===== src/rtl/host_pkg.sv =====
// Opcode encodings shared by the host request queue and the AXI-lite control bridge.
package host_pkg;

    localparam logic HOST_OP_READ  = 1'b0;
    localparam logic HOST_OP_WRITE = 1'b1;

endpackage


===== src/rtl/host_sync_fifo.sv =====
// Single-clock circular FIFO: head is visible on dout, no bypass from din to dout.
module host_sync_fifo #(
    parameter int WIDTH = 41,
    parameter int DEPTH = 4
) (
    input  logic             clock,
    input  logic             reset,
    input  logic             push,
    input  logic             pop,
    input  logic [WIDTH-1:0] din,
    output logic [WIDTH-1:0] dout,
    output logic             full,
    output logic             empty
);

    localparam int PTR_W = (DEPTH > 1) ? $clog2(DEPTH) : 1;
    localparam int CNT_W = PTR_W + 1;

    logic [WIDTH-1:0] mem [DEPTH];
    logic [PTR_W-1:0] rd_ptr;
    logic [PTR_W-1:0] wr_ptr;
    logic [CNT_W-1:0] count;
    logic             do_push;
    logic             do_pop;

    // A full queue refuses pushes even when a pop frees a slot in the same cycle.
    assign full    = (count == CNT_W'(DEPTH));
    assign empty   = (count == '0);
    assign do_push = push & ~full;
    assign do_pop  = pop & ~empty;
    assign dout    = mem[rd_ptr];

    always_ff @(posedge clock) begin
        if (reset) begin
            rd_ptr <= '0;
            wr_ptr <= '0;
            count  <= '0;
        end else begin
            if (do_push) wr_ptr <= wr_ptr + PTR_W'(1);
            if (do_pop)  rd_ptr <= rd_ptr + PTR_W'(1);
            case ({do_push, do_pop})
                2'b10:   count <= count + CNT_W'(1);
                2'b01:   count <= count - CNT_W'(1);
                default: count <= count;
            endcase
        end
    end

    always_ff @(posedge clock) begin
        if (do_push) mem[wr_ptr] <= din;
    end

endmodule


===== src/rtl/host_req_queue.sv =====
// Host request queue with read flow control and a one-deep response holding register.
// Optional event trace: define HOST_REQ_QUEUE_TRACE_EN.
module host_req_queue
    import host_pkg::*;
#(
    parameter int HOST_ADDR_BITS = 8,
    parameter int HOST_DATA_BITS = 32,
    parameter int FIFO_DEPTH     = 4
) (
    input  logic                      clock,
    input  logic                      reset,
    input  logic                      dpi_req_valid,
    input  logic                      dpi_req_opcode,
    input  logic [HOST_ADDR_BITS-1:0] dpi_req_addr,
    input  logic [HOST_DATA_BITS-1:0] dpi_req_value,
    output logic                      dpi_req_deq,
    output logic                      dpi_resp_valid,
    input  logic                      dpi_resp_ready,
    output logic [HOST_DATA_BITS-1:0] dpi_resp_bits,
    output logic                      host_req_valid,
    output logic                      host_req_opcode,
    output logic [HOST_ADDR_BITS-1:0] host_req_addr,
    output logic [HOST_DATA_BITS-1:0] host_req_value,
    input  logic                      host_req_deq,
    input  logic                      host_resp_valid,
    input  logic [HOST_DATA_BITS-1:0] host_resp_bits
);

    typedef struct packed {
        logic                      opcode;
        logic [HOST_ADDR_BITS-1:0] addr;
        logic [HOST_DATA_BITS-1:0] value;
    } req_entry_t;

    localparam int ENTRY_W = $bits(req_entry_t);

    req_entry_t                push_entry;
    req_entry_t                head;
    logic [ENTRY_W-1:0]        head_raw;
    logic                      q_full;
    logic                      q_empty;
    logic                      pop;
    logic                      head_is_read;
    logic                      issue_read;
    logic                      capture;
    logic                      rd_pending;
    logic                      resp_full;
    logic [HOST_DATA_BITS-1:0] resp_bits;

    assign dpi_req_deq = dpi_req_valid & ~q_full & ~reset;
    assign push_entry  = '{opcode: dpi_req_opcode, addr: dpi_req_addr, value: dpi_req_value};

    host_sync_fifo #(
        .WIDTH (ENTRY_W),
        .DEPTH (FIFO_DEPTH)
    ) u_fifo (
        .clock (clock),
        .reset (reset),
        .push  (dpi_req_deq),
        .pop   (pop),
        .din   (push_entry),
        .dout  (head_raw),
        .full  (q_full),
        .empty (q_empty)
    );

    assign head         = q_empty ? '0 : req_entry_t'(head_raw);
    assign head_is_read = (head.opcode == HOST_OP_READ);

    // A read waits until the previous read has returned and the host has taken its data.
    assign host_req_valid  = ~q_empty & ~(head_is_read & (rd_pending | resp_full));
    assign host_req_opcode = head.opcode;
    assign host_req_addr   = head.addr;
    assign host_req_value  = head.value;

    assign pop        = host_req_deq & ~q_empty;
    assign issue_read = pop & head_is_read;
    assign capture    = host_resp_valid & rd_pending;

    assign dpi_resp_valid = resp_full;
    assign dpi_resp_bits  = resp_bits;

    always_ff @(posedge clock) begin
        if (reset) begin
            rd_pending <= 1'b0;
            resp_full  <= 1'b0;
            resp_bits  <= '0;
        end else begin
            if (issue_read)           rd_pending <= 1'b1;
            else if (host_resp_valid) rd_pending <= 1'b0;

            if (capture) begin
                resp_bits <= host_resp_bits;
                resp_full <= 1'b1;
            end else if (dpi_resp_ready & resp_full) begin
                resp_full <= 1'b0;
            end
        end
    end

`ifdef HOST_REQ_QUEUE_TRACE_EN
    always_ff @(posedge clock) begin
        if (!reset) begin
            if (dpi_req_deq)
                $display("enq op:%b addr:%x data:%x", dpi_req_opcode, dpi_req_addr, dpi_req_value);
            if (pop)
                $display("deq op:%b addr:%x", head.opcode, head.addr);
            if (capture)
                $display("resp:%x", host_resp_bits);
            if (host_resp_valid & ~rd_pending)
                $display("stray resp");
        end
    end
`else
    // Trace disabled: the datapath and control above are unchanged.
`endif

endmodule


===== config.mk =====
export PLATFORM = sky130hd
export DESIGN_NAME = host_req_queue
export DESIGN_NICKNAME = d
export VERILOG_FILES = /design/src/rtl/host_pkg.sv /design/src/rtl/host_sync_fifo.sv /design/src/rtl/host_req_queue.sv
export SDC_FILE = /design/constraint.sdc
export NUM_CORES = 1
export LEC_CHECK = 0
export ABC_AREA = 1
export BUFFER_PORTS_ARGS = -buffer_cell sky130_fd_sc_hd__clkbuf_2
export CORE_ASPECT_RATIO = 0.7
export CORE_MARGIN = 2
export CORE_UTILIZATION = 49
export CTS_CLUSTER_DIAMETER = 40
export DETAILED_ROUTE_END_ITERATION = 8
export GPL_TIMING_DRIVEN = 0
export HOLD_SLACK_MARGIN = 0.08
export PLACE_DENSITY = 0.83
export RECOVER_POWER = 25
export SYNTH_ARGS = -nofsm -noshare
export SYNTH_HDL_FRONTEND = slang
export SYNTH_SLANG_ARGS = --single-unit
export TNS_END_PERCENT = 30

===== constraint.sdc =====
create_clock -name clock -period 3.05 [get_ports clock]
set_input_delay 0.4575 -clock clock [delete_from_list [all_inputs] [get_ports clock]]
set_output_delay 0.4575 -clock clock [all_outputs]
set_load 0.05 [all_outputs]

==> flow_metrics.env <==
export IMPL_status="finished clean"
export IMPL_via_per_inst=5.04
export IMPL_synth_seq_cells=207
export IMPL_dp_hpwl_microns=11600
export IMPL_die_area_sq_um=17400
export IMPL_numCtsBuffers=21
export IMPL_grt_total_usage=0.208
export IMPL_drt_wl_total_microns=17900
export IMPL_cts_path_max_buffers=3
export IMPL_ff2ff_setup_slack_ps=710
export IMPL_hold_ws_ps=195
export IMPL_max_cap_violations=0
export IMPL_wl_per_cell_microns=16.0
export IMPL_cts_tree="yes"
export IMPL_dp_cells=1085
export IMPL_first_iter_violations=398
export IMPL_first_global_vias=5505
export IMPL_post_cts_buffers=0
export IMPL_ys_seq_area_frac=0.724
export IMPL_antenna_found_initial=0
export IMPL_synth_edf_count=164
export IMPL_synth_top_area_share=0.616
export IMPL_drive_above_1_share=0.211
export IMPL_yosysWarnings=0
export IMPL_path_max_fanout=10
export IMPL_grt_max_degree=31
export IMPL_ant_nets=0
export IMPL_hp_start="reset"
export IMPL_period_share=0.853
export IMPL_overflow=0
export IMPL_htree_levels=1
export IMPL_vias=5658
export IMPL_cpLargestDelayFamily="buffers and inverters"
export IMPL_setup_viol=0
export IMPL_synth_area_leaders="edfxtp_1 62%, nor2_1 11%, dfxtp_1 11%, o21ai_0 6.6%, a21oi_1 2.9%"
export IMPL_r2r_start="u_fifo.count[0]"
export IMPL_gp_congestion=0.793
export IMPL_synth_cell_type_count=21
export IMPL_worstPathRequired_ps=2590
export IMPL_finalInstanceArea_sq_um=9760
export IMPL_critPathArrivalTime_ps=2140
export IMPL_path_buf_inv=3
export IMPL_start_util=0.495
export IMPL_period_minus_slack_ps=2600
export IMPL_post_cts_resized=0
export IMPL_dr_pass1_iters=5
export IMPL_die_w_microns=157
export IMPL_drc=0
export IMPL_relSlewSlack=0.553
export IMPL_fp_dieH_microns=111
export IMPL_cts_hold_buf=0
export IMPL_ys_flop_type="edfxtp_1"
export IMPL_ys_top_cells_by_count="239 x nor2_1, 164 x edfxtp_1, 105 x o21ai_0"
export IMPL_hold_viol_final=0
export IMPL_io_buffers=154
export IMPL_cp_slowest_stage_delay_ps=440
export IMPL_cts_sinks=207
export IMPL_worstHoldEndpoint="rd_pending"
export IMPL_cts_reportedPaths_clkPinSlew_ps=60
export IMPL_fin_nets=968
export IMPL_antennaDiodeCount=0
export IMPL_holdPathStages=2
export IMPL_n_fill_cell=1305
export IMPL_startpoint_type="register"
export IMPL_dp_slack_ps=571
export IMPL_synth_area_per_cell_sq_um=11.4
export IMPL_synth_area_sq_um=7990
export IMPL_cpMaxStageDelayCell="buf_1"
export IMPL_tightestPinTransition_ps=669
export IMPL_rows=39
export IMPL_clk_insertion_delay_late_ps=480
export IMPL_fin_total_pwr_mw=9.09
export IMPL_worstPathCellList="inv_2, buf_1, o21ai_0, a21oi_1, clkbuf_2"
export IMPL_place_area_sq_um=9150
export IMPL_core_sq_um=16200
export IMPL_leakage_nw=3.69
export IMPL_fin_ws_ps=448
export IMPL_synth_cells=702
export IMPL_syn_num_nets=787
export IMPL_finClkSkew_ps=15.4
export IMPL_cts_root_buf="clkbuf_16"
export IMPL_synth_most_common_cell="nor2_1"
export IMPL_final_cells=1122
export IMPL_synth_top_area_cell="edfxtp_1"
export IMPL_worstSetupPathType="register to primary output"
export IMPL_ir_drop_v=0.000639
export IMPL_num_io_pins=155
export IMPL_rr_endpoint="u_fifo.count[2]"
export IMPL_fmax_ghz=0.384
export IMPL_p_per_area_nw_per_um2=931
export IMPL_hp_class="primary input to register"
export IMPL_slew_viol_final=0
export IMPL_rsz0062_at_grt="no"
export IMPL_critPathCaptureType="primary output"
export IMPL_area_growth_pct=22.2
export IMPL_grt_first_pass_wirelength_microns=28300
export IMPL_r2r_cells=13
export IMPL_synth_async_reset_ratio=0
## metrics by stage
step,TNS [ps],util
after global placement,-236670,0.560
final,0,0.604
after floorplan,0,-
after detailed placement,0,0.567
after CTS,0,0.607
after global routing,0,0.604
## cell type report
cell class | count | area [sq um] | share of cell area
multi-input cells | 434 | 1940 | 0.198
flip-flops and latches | 207 | 5790 | 0.593
clock buffers | 23 | 533 | 0.0546
well taps | 225 | 282 | 0.0288
clock inverters | 14 | 113 | 0.0115
plain buffers | 40 | 221 | 0.0227
inverters | 21 | 78.8 | 0.00807
repair buffers | 158 | 815 | 0.0834
## cell families after synthesis
family | synth area share
compound gates | 0.102
xor+xnor | 0.00110
fa+ha+maj | 0.0103
buf+inv | 0.0376
flops | 0.724
simple gates | 0.125
## worst reg2reg max path, delay by kind of cell, from the launching register on
kind / cells / cell delay [ps]
AND/OR/NAND/NOR: 9 / 1180
adder cells (fa/ha/maj): 2 / 590
flip-flops: 1 / 320
buffers and inverters: 2 / 150
## layout by cell type (no fill, tap or decap), drive strengths merged
| cell | netlist | layout |
|---|---|---|
| clkinv | 1 | 8 |
| bufinv | 0 | 1 |
| or2 | 2 | 2 |
| o21ai | 116 | 116 |
| nor2 | 239 | 239 |
| nand2 | 21 | 21 |
| nand3 | 2 | 2 |
| buf | 21 | 25 |
| dfxtp | 43 | 43 |
| a21oi | 47 | 47 |
| ha | 5 | 5 |
| xor2 | 1 | 1 |
| clkbuf | 19 | 196 |
| inv | 20 | 23 |
| clkinvlp | 0 | 3 |
| edfxtp | 164 | 164 |
| fa | 1 | 1 |
## worst max path at each step
stage | from | endpoint | slack, ps | depth (start not counted)
3_5_place_dp | reset | u_fifo.count[2] | 570 | 12
2_1_floorplan | reset | u_fifo.mem[0][0] | 50 | 4
6_report | register | host_req_value[9] | 450 | 5
4_1_cts | register | host_req_value[14] | 440 | 5
3_3_place_gp | reset | u_fifo.mem[3][11] | -1530 | 5
5_1_grt | register | host_req_value[14] | 280 | 5
## where the power goes
group | leakage [nW] | internal, mW | switching, mW
Sequential | 1.84 | 3.24 | 0.0686
Clock | 0.311 | 1.36 | 1.04
Combinational | 1.54 | 0.740 | 2.64
## registers in the layout, indices dropped and copies added, names as in the netlist, named ones only
name	cells
u_fifo.mem	164
dpi_resp_bits	32
u_fifo.count	3
u_fifo.rd_ptr	2
u_fifo.wr_ptr	2
dpi_resp_valid	1
rd_pending	1
## layer usage
metal  up-vias  GRT usage  routed length [microns]
li1       2772          -                        -
met1      2664      0.294                     7960
met2       197      0.344                     8400
met3        25     0.0344                     1260
met4         0     0.0453                      295
met5         -          0                        0
No activity file was read; power rests on OpenSTA's default activity.
